## config.mk

```make
export PLATFORM = sky130hd
export DESIGN_NAME = video_timing_gen
export DESIGN_NICKNAME = d
export VERILOG_FILES = /design/src/rtl/video_timing_gen.sv
export SDC_FILE = /design/constraint.sdc
export NUM_CORES = 1
export LEC_CHECK = 0
export BUFFER_PORTS_ARGS = -buffer_cell sky130_fd_sc_hd__buf_2
export CORE_MARGIN = 5
export CORE_UTILIZATION = 57
export DETAILED_ROUTE_END_ITERATION = 8
export PLACE_DENSITY = 0.8
export SLEW_MARGIN = 5
export SYNTH_ARGS = -nofsm -noshare
export SYNTH_HDL_FRONTEND = slang
export SYNTH_SLANG_ARGS = --single-unit
```

## constraint.sdc

```tcl
create_clock -name i_clk -period 3.9 [get_ports i_clk]
set_clock_uncertainty 0.15 [all_clocks]
set_input_delay 0.78 -clock i_clk [delete_from_list [all_inputs] [get_ports i_clk]]
set_output_delay 0.78 -clock i_clk [all_outputs]
set_load 0.02 [all_outputs]
```

## src/rtl/video_timing_gen.sv

```systemverilog
// rtl/video_timing_gen.sv - raster pixel-timing generator with delayed sync/DE copies
// Counters, decodes and strobes all advance only on i_en; decodes are registered from the next count.
module video_timing_gen #(
  parameter int H_ACTIVE = 640,
  parameter int H_FP     = 16,
  parameter int H_SYNC   = 96,
  parameter int H_BP     = 48,
  parameter int V_ACTIVE = 480,
  parameter int V_FP     = 10,
  parameter int V_SYNC   = 2,
  parameter int V_BP     = 33,
  parameter int H_POL    = 0,
  parameter int V_POL    = 0,
  parameter int PIPE_DLY = 1
) (
  input  logic        i_clk,
  input  logic        i_rst_n,
  input  logic        i_en,
  output logic [15:0] o_x,
  output logic [15:0] o_y,
  output logic        o_de,
  output logic        o_h_sync,
  output logic        o_v_sync,
  output logic        o_line_start,
  output logic        o_frame_start,
  output logic [15:0] o_frame_cnt,
  output logic        o_h_sync_dly,
  output logic        o_v_sync_dly,
  output logic        o_de_dly
);

  localparam int H_TOTAL = H_ACTIVE + H_FP + H_SYNC + H_BP;
  localparam int V_TOTAL = V_ACTIVE + V_FP + V_SYNC + V_BP;

  if (H_SYNC == 0 || V_SYNC == 0 || H_ACTIVE == 0 || V_ACTIVE == 0) begin : g_bad_zero
    $error("video_timing_gen: H_SYNC, V_SYNC, H_ACTIVE and V_ACTIVE must be non-zero");
  end
  if (H_TOTAL > 65535 || V_TOTAL > 65535) begin : g_bad_total
    $error("video_timing_gen: H_TOTAL and V_TOTAL must not exceed 65535");
  end
  if (PIPE_DLY < 0 || PIPE_DLY > 8) begin : g_bad_dly
    $error("video_timing_gen: PIPE_DLY must be in 0..8");
  end

  localparam logic [15:0] H_LAST = 16'(H_TOTAL - 1);
  localparam logic [15:0] V_LAST = 16'(V_TOTAL - 1);
  localparam logic [15:0] H_ACT  = 16'(H_ACTIVE);
  localparam logic [15:0] V_ACT  = 16'(V_ACTIVE);
  localparam logic [15:0] HS_BEG = 16'(H_ACTIVE + H_FP);
  localparam logic [15:0] HS_END = 16'(H_ACTIVE + H_FP + H_SYNC - 1);
  localparam logic [15:0] VS_BEG = 16'(V_ACTIVE + V_FP);
  localparam logic [15:0] VS_END = 16'(V_ACTIVE + V_FP + V_SYNC - 1);
  localparam logic        H_ON   = 1'(H_POL);
  localparam logic        V_ON   = 1'(V_POL);

  logic [15:0] h_q, h_d, v_q, v_d, fc_q, fc_d;
  logic        de_q, de_d, hs_q, hs_d, vs_q, vs_d, ls_q, ls_d, fs_q, fs_d;

  always_comb begin
    h_d  = h_q;
    v_d  = v_q;
    fc_d = fc_q;
    de_d = de_q;
    hs_d = hs_q;
    vs_d = vs_q;
    ls_d = ls_q;
    fs_d = fs_q;
    if (i_en) begin
      if (h_q == H_LAST) begin
        h_d = '0;
        v_d = (v_q == V_LAST) ? '0 : v_q + 16'd1;
      end else begin
        h_d = h_q + 16'd1;
      end
      // Decode the count being loaded so the outputs line up with o_x/o_y.
      de_d = (h_d < H_ACT) && (v_d < V_ACT);
      hs_d = (h_d >= HS_BEG && h_d <= HS_END) ? H_ON : ~H_ON;
      vs_d = (v_d >= VS_BEG && v_d <= VS_END) ? V_ON : ~V_ON;
      ls_d = (h_d == '0);
      fs_d = (h_d == '0) && (v_d == '0);
      if (fs_d) fc_d = fc_q + 16'd1;
    end
  end

  always_ff @(posedge i_clk or negedge i_rst_n) begin
    if (!i_rst_n) begin
      h_q  <= H_LAST;
      v_q  <= V_LAST;
      fc_q <= '0;
      de_q <= 1'b0;
      hs_q <= ~H_ON;
      vs_q <= ~V_ON;
      ls_q <= 1'b0;
      fs_q <= 1'b0;
    end else begin
      h_q  <= h_d;
      v_q  <= v_d;
      fc_q <= fc_d;
      de_q <= de_d;
      hs_q <= hs_d;
      vs_q <= vs_d;
      ls_q <= ls_d;
      fs_q <= fs_d;
    end
  end

  assign o_x           = h_q;
  assign o_y           = v_q;
  assign o_de          = de_q;
  assign o_h_sync      = hs_q;
  assign o_v_sync      = vs_q;
  assign o_line_start  = ls_q;
  assign o_frame_start = fs_q;
  assign o_frame_cnt   = fc_q;

  if (PIPE_DLY == 0) begin : g_no_dly
    assign o_de_dly     = de_q;
    assign o_h_sync_dly = hs_q;
    assign o_v_sync_dly = vs_q;
  end else begin : g_dly
    // Each stage holds {de, hsync, vsync}; stage PIPE_DLY-1 is the oldest.
    localparam logic [2:0] PIPE_RST = {1'b0, ~H_ON, ~V_ON};
    logic [2:0] pipe_q [PIPE_DLY];

    always_ff @(posedge i_clk or negedge i_rst_n) begin
      if (!i_rst_n) begin
        for (int i = 0; i < PIPE_DLY; i++) pipe_q[i] <= PIPE_RST;
      end else if (i_en) begin
        pipe_q[0] <= {de_q, hs_q, vs_q};
        for (int i = 1; i < PIPE_DLY; i++) pipe_q[i] <= pipe_q[i-1];
      end
    end

    assign o_de_dly     = pipe_q[PIPE_DLY-1][2];
    assign o_h_sync_dly = pipe_q[PIPE_DLY-1][1];
    assign o_v_sync_dly = pipe_q[PIPE_DLY-1][0];
  end

endmodule

```

== After elaboration in Yosys (flattened, before gate mapping) ==
Index checks and enable logic that the tools add are counted.

* Add/sub/neg operators: 3
* Magnitude comparators: 6
* Equality and inequality tests: 2
* Muxes and demuxes: 7
* Reduce and logical (&&, ||, !) cells: 7

{| class="wikitable"
|+ Operators with widths
! operator !! count
|-
| 16-bit 2-to-1 mux || 5
|-
| 16-bit by 1-bit adder with 16-bit output (second input constant) || 3
|-
| 16-bit by 10-bit == test with 1-bit output (second input constant) || 2
|-
| 16-bit zero test || 2
|-
| 16-bit by 10-bit >= comparator with 1-bit output (second input constant) || 1
|-
| 16-bit by 9-bit >= comparator with 1-bit output (second input constant) || 1
|-
| 16-bit by 10-bit <= comparator with 1-bit output (second input constant) || 1
|-
| 16-bit by 9-bit <= comparator with 1-bit output (second input constant) || 1
|-
| 16-bit by 10-bit less-than comparator with 1-bit output (second input constant) || 1
|-
| 16-bit by 9-bit less-than comparator with 1-bit output (second input constant) || 1
|-
| 1-bit logical AND || 4
|-
| 1-bit 2-to-1 mux || 2
|-
| 2-bit AND reduction || 1
|}

* Flip-flop bits (word level): 56
* Input port bits: 3
* Output and inout bits: 56
* Word-level logic and storage cells: 34

== Depth between registers and ports, before layout ==
* Word-level depth: 7
* Mapped depth: 12
* Gate-level depth less buffers: 10

== Worst setup path before layout ==
No wires, ideal clock.

* Kind: register -> register
* From: register h_q[1], in the netlist o_x[1]
* To: register fc_q[7], in the netlist o_frame_cnt[7]
* Setup time: 80 ps
* Data arrival time: 3,185 ps
* Required time: 3,670 ps
* Path slack: 485 ps
* Stages on the path, launching flop included: 13
* Buffers on the path: 3
* Clock period less this slack: 3,415 ps
* Cells stage by stage: dfstp_2 -> ha_1 -> and4_1 -> buf_2 -> nand3_2 -> o21ai_1 -> nand4_1 -> or4_1 -> or4_1 -> buf_6 -> buf_6 -> nor2_4 -> xor2_1

* Word-level cells in the longest chain between the ends: 6
* Elaborated cells on any way between the ends: 10
* Classes of those cells: add/sub: 1; eq/ne: 1; mux: 4; reduce/logical: 4

{| class="wikitable"
|+ Ends and longest elaborated chain
! element !! line !! RTL
|-
| start: declaration || 56 || <nowiki>logic [15:0] h_q, h_d, v_q, v_d, fc_q, fc_d;</nowiki>
|-
| start signal: assignment || 87 || <nowiki>h_q <= H_LAST;</nowiki>
|-
| start signal: assignment || 96 || <nowiki>h_q <= h_d;</nowiki>
|-
| 16-bit by 1-bit adder with 16-bit output / 16-bit by 10-bit == test with 1-bit output (equally long branches) || 73, 69 ||
|-
| 16-bit 2-to-1 mux || 69 || <nowiki>if (h_q == H_LAST) begin</nowiki>
|-
| 16-bit 2-to-1 mux || 68 || <nowiki>if (i_en) begin</nowiki>
|-
| 16-bit zero test || 80 || <nowiki>fs_d = (h_d == '0) && (v_d == '0);</nowiki>
|-
| 1-bit logical AND (*) || 80 ||
|-
| 2-bit AND reduction (no source line) (*) || n/a ||
|-
| end signal: assignment || 89 || <nowiki>fc_q <= '0;</nowiki>
|-
| end signal: assignment || 98 || <nowiki>fc_q <= fc_d;</nowiki>
|-
| end: declaration || 56 ||
|}

Mark *: on every way between the ends. The rest lies on a longest branch, timed or not. The select of a mux whose other input is x is not followed.
A chain may end at the register's enable or synchronous reset.

== Worst setup path after layout ==
* From: register h_q[1], in the netlist o_x[1]
* To: register fc_q[9], in the netlist o_frame_cnt[9]

The elaborated chain is that of the path after synthesis.

==> flow_summary.toml <==
[status]
status = "completed"

[finish]
nets = 475
syn_to_final_growth_pct = 13.3
fin_area_mm2 = 0.00421
diodes = 0
drive_gt1_share_pct = 27.6

[sta]
fmax_mhz = 274
worst_slew_pin_slew_ns = 0.800
setup_viol = 0
maxSlewViolCount = 0
rsz0062_at_grt = "false"
hold_viol_final = 0
max_slew_margin_pct = 46.6
fin_crit_ns = 3.65
tns_ns = 0
finalCritPeriodShare_pct = 93.5

[critical_path]
path_max_fanout = 17
crit_path_start = "o_x[1]"
reg2regPathDepth = 10
cp.required_ns = 3.99
cp-endpoint = "o_frame_cnt[9]"
cpMaxStageDelayCell = "dfstp_2"
worstReg2RegEnd = "o_frame_cnt[9]"
worst_setup_path_start_kind = "register"
worst-setup-path-type = "reg2reg"
cp_slowest_stage_delay_ns = 0.61
reg2reg_from = "o_x[1]"
cpMostUsedCell = "or4_1"
arrival_ns = 3.74
worstSetupEndpointType = "register"
r2r_setup_slack_ns = 0.25
worstPathCellList = "ha_1 -> and4_2 -> nand4_1 -> a221oi_1 -> nor2_1 -> or4_1 -> or4_1 -> buf_4 -> nor3_2 -> xnor2_1"

[floorplan]
core_area_mm2 = 0.00635
dieArea_mm2 = 0.00824
io_pins = 59
fp.dieW_um = 90.8
die_h_um = 90.8
start_util_pct = 58.5
rows = 29

[placement]
gp_congestion = 0.961
hpwlAfterDp_um = 6880
post_dp_cell_area_mm2 = 0.00409
io_buffers = 58

[yosys]
synth_top_area_share_pct = 28.3
async_flop_share_pct = 100
synth.area.mux_share_pct = 1.82
seq_area_frac_synth_pct = 38.2
synth_nets = 418
syn_avg_cell_area_um2 = 9.09
synth_simple_gate_area_share_pct = 29.6
synth_edf_count = 0
synth_commonest_cells = "42 x dfrtp_1, 31 x nand3_1, 28 x o21ai_0"
ys_ff_latch = 56
netlist_instances = 409
synth_fa_ha_area_share_pct = 2.02
synth_compound_area_share_pct = 15.3
synth_top_family_by_area = "simple AND/OR/NAND/NOR gates"
yosysMostFrequentCell = "dfrtp_1"
synthTopCellsByArea = "dfrtp_1 28%, dfstp_2 9.9%, nand3_1 4.2%"
yosysTopAreaCell = "dfrtp_1"
yosys_most_used_dff = "dfrtp_1"
yosys_warnings = 0
synth_cell_types = 66
synth_xor_area_share_pct = 7.78
synth_area_mm2 = 0.00372

[detailed_routing]
drt_iter0_drc = 200
vias = 3474
drtPass1Iterations = 5
wl_per_cell_um = 17.3
routed_wl_um = 9440
drt-vias-per-instance = 6.39
drc_errors = 0
antenna_left = 0

[global_route]
antenna_found_initial = 0
grt_pass1_vias = 3172
overflow = 0
track_usage_pct = 22.9
grt_first_pass_wirelength_um = 16100
grt_max_degree = 43

[job]
maxCapViolCount = 0

[clocking]
cts_buffers = 5
cts_root_buf = "clkbuf_8"
clock_path_buffers = 2
clock-sinks = 56
insertion_delay_ns = 0.31
htree_levels = 2
tritoncts = "yes"
clk_pin_slew_ns = 0.11

[pwr]
leakage_nw = 1.82
p_per_area_mw_per_mm2 = 322
peakVddDrop_uv = 392

[min_path]
hold_class = "reg2reg"
critical path: cells and delay by family (launching register included):
kind | cells | cell delay (ns)
AND/OR/NAND/NOR | 6 | 1.83
flip-flops | 1 | 0.61
AO/OA/AOI/OAI | 1 | 0.33
adder cells (fa/ha/maj) | 1 | 0.25
buffers and inverters | 1 | 0.25
XOR/XNOR | 1 | 0.14
worst min-delay path by stage:
stage                    start               to  slack, ns  depth (start not counted)
6_report       o_frame_cnt[15]  o_frame_cnt[15]       0.32                          1
5_1_grt        o_frame_cnt[15]  o_frame_cnt[15]       0.35                          1
4_1_cts        o_frame_cnt[15]  o_frame_cnt[15]       0.33                          1
3_5_place_dp   o_frame_cnt[15]  o_frame_cnt[15]       0.32                          1
3_3_place_gp   o_frame_cnt[15]  o_frame_cnt[15]       0.30                          1
2_1_floorplan          i_rst_n  g_dly.pipe_q[2]       0.33                          0
cell type report:
cell class / instances / area (um^2)
clock inverter: 3 / 22.5
multi-input combinational: 310 / 2120
tap: 77 / 96.3
inverter: 17 / 63.8
sequential: 56 / 1420
fill: 530 / 2140
timing repair buffer: 76 / 425
clock buffer: 5 / 68.8
metal layers:
layer  up-vias  GRT usage, %  wire length [um]
met5         -             0                 0
met4         0          6.08               132
met3        16          3.50               677
met2       167          36.1              4540
met1      1659          32.8              4090
li1       1632             -                 -
registers in the layout (all words and copies together) (netlist names):
name / count
o_de: 1
o_x: 16
o_y: 16
o_frame_start: 1
o_h_sync: 1
g_dly.pipe_q: 3
o_frame_cnt: 16
o_line_start: 1
o_v_sync: 1
placed cells by master, fill, tap and decap left out, types with 14 or more instances in the layout:
master / n
buf_2: 58
buf_4: 18
dfrtp_1: 42
nand4_1: 21
o21ai_0: 27
xnor2_1: 17
nand2_1: 25
xor2_1: 16
inv_1: 17
nand3_1: 31
nor2_1: 23
dfstp_2: 14
logic make-up after synthesis:
family                     Yosys count
xor gates and xnor gates            33
buffers and inverters               43
DFF                                 56
AOI/OAI and AO/OA                   86
adders and majority gates            6
and+or+nand+nor                    179
muxes                                6
power breakdown:
| group | internal, W | switching, W |
|---|---|---|
| Combinational | 0.000119 | 0.000194 |
| Sequential | 0.000635 | 0.0000704 |
| Clock | 0.000130 | 0.000208 |
stage by stage:
| step | utilization [%] | setup WS (ns) | hold WS [ns] | std cells | power (W) |
|---|---|---|---|---|---|
| after CTS | 65.9 | 0.257 | 0.329 | 542 | 0.00136 |
| after floorplan | - | 0.485 | 0.334 | 409 | 0.000923 |
| after global placement | 64.4 | 0.392 | 0.303 | 534 | 0.00101 |
| after global routing | 66.3 | 0.0122 | 0.353 | 544 | 0.00144 |
| after detailed placement | 64.4 | 0.291 | 0.315 | 534 | 0.00102 |
| final | 66.3 | 0.254 | 0.320 | 544 | 0.00135 |
repair_timing:
item | 4_1_cts | 5_1_grt
setup buffers | 0 | 2
hold buffers | 0 | 0
resized for setup | 0 | 4
setup endpoints to repair | 0 | 6
Note: power is estimated with default switching activity, not from simulation.
